### src/rtl/equiv_pkg.sv
// Shared types for the Mealy-machine equivalence sequencer.
package equiv_pkg;

  typedef enum logic [1:0] {
    IDLE = 2'd0,
    CLR  = 2'd1,
    RUN  = 2'd2,
    DONE = 2'd3
  } ctrl_state_t;

endpackage

### src/rtl/equiv_bit_cursor.sv
// Pattern bit cursor: synchronous clear, advance on enable, flags the final bit.
module equiv_bit_cursor #(
  parameter int LEN_W = 5
) (
  input  logic             clk,
  input  logic             reset_n,
  input  logic             clr,
  input  logic             en,
  input  logic [LEN_W-1:0] len,
  output logic [LEN_W-1:0] idx,
  output logic             last
);

  logic [LEN_W-1:0] idx_q, idx_d;

  always_comb begin
    idx_d = idx_q;
    if (clr) begin
      idx_d = '0;
    end else if (en) begin
      idx_d = idx_q + LEN_W'(1);
    end
  end

  always_ff @(posedge clk or negedge reset_n) begin
    if (!reset_n) begin
      idx_q <= '0;
    end else begin
      idx_q <= idx_d;
    end
  end

  // len is never 0 while the cursor is enabled, so the wrap of len-1 is harmless
  assign idx  = idx_q;
  assign last = (idx_q == (len - LEN_W'(1)));

endmodule

### src/rtl/fsm_equiv_ctrl.sv
// Streams a stored pattern into two Mealy machines and tallies output disagreements.
// States: IDLE wait for start | CLR machines held in reset | RUN stream bits | DONE report
module fsm_equiv_ctrl #(
  parameter  int PAT_W = 16,
  localparam int LEN_W = $clog2(PAT_W + 1)
) (
  input  logic             clk,
  input  logic             reset_n,
  input  logic             start,
  input  logic             abort,
  input  logic             stop_on_err,
  input  logic [PAT_W-1:0] pattern,
  input  logic [LEN_W-1:0] length,
  input  logic             y_a,
  input  logic             y_b,
  output logic             fsm_rst,
  output logic             fsm_x,
  output logic             busy,
  output logic             done,
  output logic [LEN_W-1:0] mismatch_cnt,
  output logic             first_err_valid,
  output logic [LEN_W-1:0] first_err_idx
);

  import equiv_pkg::*;

  ctrl_state_t      state_q, state_d;
  logic [PAT_W-1:0] pattern_q, pattern_d;
  logic [LEN_W-1:0] len_q, len_d;
  logic             stop_q, stop_d;
  logic             busy_q, busy_d;
  logic             done_q, done_d;
  logic [LEN_W-1:0] mis_cnt_q, mis_cnt_d;
  logic             err_valid_q, err_valid_d;
  logic [LEN_W-1:0] err_idx_q, err_idx_d;

  logic [LEN_W-1:0] len_clamp;
  logic [LEN_W-1:0] cur_idx;
  logic             cur_last;
  logic             cur_clr;
  logic             cur_en;
  logic             y_diff;
  logic [PAT_W-1:0] pat_shift;

  assign len_clamp = (length > LEN_W'(PAT_W)) ? LEN_W'(PAT_W) : length;
  assign y_diff    = y_a ^ y_b;

  equiv_bit_cursor #(
    .LEN_W (LEN_W)
  ) u_cursor (
    .clk     (clk),
    .reset_n (reset_n),
    .clr     (cur_clr),
    .en      (cur_en),
    .len     (len_q),
    .idx     (cur_idx),
    .last    (cur_last)
  );

  always_comb begin
    state_d     = state_q;
    pattern_d   = pattern_q;
    len_d       = len_q;
    stop_d      = stop_q;
    mis_cnt_d   = mis_cnt_q;
    err_valid_d = err_valid_q;
    err_idx_d   = err_idx_q;
    cur_clr     = 1'b0;
    cur_en      = 1'b0;

    case (state_q)
      IDLE: begin
        if (start) begin
          state_d     = CLR;
          pattern_d   = pattern;
          len_d       = len_clamp;
          stop_d      = stop_on_err;
          mis_cnt_d   = '0;
          err_valid_d = 1'b0;
          err_idx_d   = '0;
          cur_clr     = 1'b1;
        end
      end
      CLR: begin
        if (abort) begin
          state_d = IDLE;
        end else if (len_q != '0) begin
          state_d = RUN;
        end else begin
          state_d = DONE;
        end
      end
      RUN: begin
        cur_en = 1'b1;
        // an aborted cycle leaves the partial results exactly as they were
        if (abort) begin
          state_d = IDLE;
        end else begin
          if (y_diff) begin
            mis_cnt_d = mis_cnt_q + LEN_W'(1);
            if (!err_valid_q) begin
              err_valid_d = 1'b1;
              err_idx_d   = cur_idx;
            end
          end
          if (cur_last || (stop_q && y_diff)) begin
            state_d = DONE;
          end
        end
      end
      DONE: begin
        state_d = IDLE;
      end
      default: begin
        state_d = IDLE;
      end
    endcase

    busy_d = (state_d == CLR) || (state_d == RUN);
    done_d = (state_d == DONE);
  end

  always_ff @(posedge clk or negedge reset_n) begin
    if (!reset_n) begin
      state_q     <= IDLE;
      pattern_q   <= '0;
      len_q       <= '0;
      stop_q      <= 1'b0;
      busy_q      <= 1'b0;
      done_q      <= 1'b0;
      mis_cnt_q   <= '0;
      err_valid_q <= 1'b0;
      err_idx_q   <= '0;
    end else begin
      state_q     <= state_d;
      pattern_q   <= pattern_d;
      len_q       <= len_d;
      stop_q      <= stop_d;
      busy_q      <= busy_d;
      done_q      <= done_d;
      mis_cnt_q   <= mis_cnt_d;
      err_valid_q <= err_valid_d;
      err_idx_q   <= err_idx_d;
    end
  end

  // x and the machine reset are decoded so both machines see the bit in the same cycle it is compared
  assign pat_shift = pattern_q >> cur_idx;
  assign fsm_x     = (state_q == RUN) && pat_shift[0];
  assign fsm_rst   = (state_q != RUN);

  assign busy            = busy_q;
  assign done            = done_q;
  assign mismatch_cnt    = mis_cnt_q;
  assign first_err_valid = err_valid_q;
  assign first_err_idx   = err_idx_q;

endmodule

### config.mk
export PLATFORM = sky130hd
export DESIGN_NAME = fsm_equiv_ctrl
export DESIGN_NICKNAME = d
export VERILOG_FILES = /design/src/rtl/equiv_pkg.sv /design/src/rtl/equiv_bit_cursor.sv /design/src/rtl/fsm_equiv_ctrl.sv
export SDC_FILE = /design/constraint.sdc
export NUM_CORES = 1
export LEC_CHECK = 0
export BUFFER_PORTS_ARGS = -buffer_cell sky130_fd_sc_hd__buf_2
export CORE_UTILIZATION = 40
export CTS_CLUSTER_DIAMETER = 60
export DETAILED_ROUTE_END_ITERATION = 16
export GPL_ROUTABILITY_DRIVEN = 0
export GPL_TIMING_DRIVEN = 0
export SKIP_LAST_GASP = 1
export SLEW_MARGIN = 20
export SYNTH_ARGS = -nofsm -noshare
export SYNTH_HDL_FRONTEND = slang
export SYNTH_HIERARCHICAL = 1
export SYNTH_SLANG_ARGS = --single-unit
### constraint.sdc
create_clock -name clk -period 2.5 [get_ports clk]
set_input_delay 0.5 -clock clk [delete_from_list [all_inputs] [get_ports clk]]
set_output_delay 0.5 -clock clk [all_outputs]
set_load 0.01 [all_outputs]
==> reports/qor.yml <==
leakagePower_nw: 1.26
place_hpwl_um: 2760
rsz0062_at_grt: "true"
die_w_um: 73.4
start_util_pct: 42.3
synth-edff-count: 0
grtUsageMet2_pct: 27.3
arrival_ps: 2010
fp.dieH_um: 73.4
worst_slack_ps: -10.4
place_ws_ps: 154
maxSlewHeadroom_pct: 37.9
grt_start_max_net_pins: 43
first_global_vias: 1483
synth.most_common_cell: "nand2_1"
reg2reg_from: "len_q[0]"
busiest_layer: "met2"
rows: 25
clock_skew_ps: 5.21
p_per_area_nw_per_um2: 1030
layout-drive-gt1-share_pct: 22.8
routedWlPerCell_um: 12.1
hold_viol: 0
drt_iter0_drc: 35
drt_pass1_iterations: 4
cts_tree: "yes"
clockBufferDepth: 2
io_buffer_count: 42
grt_usage_pct: 17.0
fin_crit_sh_pct: 100
drcViolationCount: 0
worst_path_max_delay_cell: "or4_1"
async_reset_ff_share_pct: 100
grt_pass1_wl_um: 6940
reg2reg_depth: 9
setup.worst_path.start_class: "register"
ys_ff_latch: 42
drv_cap: 0
finalMaxSlewViolations: 0
max_freq_mhz: 398
postPlaceCellArea_um2: 2330
synth_warnings: 6
hold_class: "input port to async pin"
met3_usage_pct: 4.12
syn-num-nets: 246
critPathRequiredTime_ps: 2000
status: "finished with violations"
path_clk_slew_ps: 80
clkLatencyLatePin_ps: 300
antenna_found_initial: 0
drt-total-wl_um: 4060
syn_inst: 214
worst_r2r_endpoint: "busy"
power_mw: 2.55
drtAntennaViolNets: 0
worstSetupPathType: "register to primary output"
peakVddDrop_mv: 0.474
synth-main-ff-cell: "dfrtp_1"
synthesis.area_um2: 2040
grtUsageMet1_pct: 22.9
critPathCaptureType: "primary output"
vias: 1611
synthTopCellsByArea: "dfrtp_1 (52%), nand2_1 (14%), mux2i_1 (3.9%), mux4_1 (2.6%), xor2_1 (2.6%)"
postLayoutCellArea_um2: 2460
ys_seq_area_share_pct: 51.6
cp_max_fo: 3
final_nets: 298
core_area_um2: 4820
grt_overflow_total: 0
period_needed_ps: 2510
io-pin-count: 43
synth_cell_types: 39
cts-root-buf: "clkbuf_8"
setup_violations: 1
yosys.area.top_type_share_pct: 51.6
worst_slew_pin_slew_ps: 931
h-tree-depth: 2
reg2reg_slack_ps: 330
cts.sinks: 42
syn_area_per_cell_um2: 9.52
synth.top_cells.by_count: "nand2_1 (75), dfrtp_1 (42), mux2i_1 (8), inv_1 (7), nor2_1 (7)"
holdBufCountCts: 0
die_area_um2: 5380
path_cells: "mux4_2, nor2b_1, or4_1, a211oi_2, buf_2"
area_growth_syn_to_layout_pct: 20.9
diodes: 0
cts_inserted_buffers: 5
viasPerCell: 4.82
yosysTopAreaCell: "dfrtp_1"
violations: "setup timing"
cpPeakStageDelay_ps: 520
-- report_power, final --
part	internal (mW)	switching [mW]
sequential	0.908	0.177
clock	0.298	0.241
combinational	0.424	0.502
-- cell usage in the layout (no fill, tap or decap), drive strengths merged, types with 4 or more instances in the layout --
cell type / count
a21oi: 4
dfrtp: 42
ha: 4
nand2: 75
clkbuf: 9
xor2: 6
buf: 48
nand3: 4
inv: 7
mux2i: 8
o21ai: 7
nand3b: 5
nor2: 7
xnor2: 4
nor2b: 4
-- flip-flops by register name, summed over array words and instances, names as in the netlist, 2 cells and up --
register,cells
pattern_q,16
first_err_idx,5
mismatch_cnt,5
state_q,2
u_cursor/idx,5
len_q,5
-- worst max-delay path, delay by kind of cell (launching register included) --
family	cells	cell delay, ps
AND/OR/NAND/NOR	2	560
buffers and inverters	1	160
AO/OA/AOI/OAI	1	210
flip-flops	1	440
multiplexers	1	350
-- per-layer routing --
metal / wire length (um) / share of wire (%)
met1: 1890 / 47
met2: 1980 / 49
met3: 146 / 3.6
met4: 38 / 0.94
met5: 0 / 0
-- layout make-up --
| cell class | instances | area [um2] |
|---|---|---|
| buffer | 5 | 20.0 |
| clock buffer | 6 | 72.6 |
| clock inverter | 2 | 37.5 |
| fill | 508 | 2350 |
| inverter | 9 | 33.8 |
| multi-input combinational | 157 | 923 |
| sequential | 42 | 1050 |
| tap | 67 | 83.8 |
| timing repair buffer | 46 | 240 |
-- cells by family (layout without fill, tap and decap cells) --
kind of cell    Yosys count  after routing  share of synthesized area (%)
fa+ha+maj                 4              4                           2.46
mux                      11             11                           7.06
buf+inv                  15             68                           3.19
flops                    42             42                           51.6
compound gates           19             19                           6.08
simple gates            113            113                           25.4
xor+xnor                 10             10                           4.30
-- worst max-delay path by stage --
| stage | startpoint | endpoint | cells after the start |
|---|---|---|---|
| 2_1_floorplan | u_cursor/idx[0] | fsm_x | 5 |
| 3_3_place_gp | u_cursor/idx[0] | fsm_x | 6 |
| 3_5_place_dp | u_cursor/idx[0] | fsm_x | 6 |
| 4_1_cts | u_cursor/idx[0] | fsm_x | 5 |
| 5_1_grt | u_cursor/idx[0] | fsm_x | 5 |
| 6_report | u_cursor/idx[0] | fsm_x | 5 |
-- repair_timing --
item	4_1_cts	5_1_grt
gates cloned	0	0
setup endpoints to repair	1	1
pin swaps	2	0
gates resized for setup	4	0
buffers inserted	4	0
-- through the flow --
| stage | hold slack [ps] | std cells | utilization [%] | TNS, ps |
|---|---|---|---|---|
| detailed placement | 455 | 323 | 48.4 | 0 |
| global placement | 454 | 323 | 48.4 | 0 |
| global route | 378 | 334 | 51.2 | -132 |
| floorplan | 204 | 214 | - | 0 |
| finish | 343 | 334 | 51.2 | -10.4 |
| CTS | 379 | 334 | 51.2 | -28.9 |
Note: power is estimated with default switching activity, not from simulation.
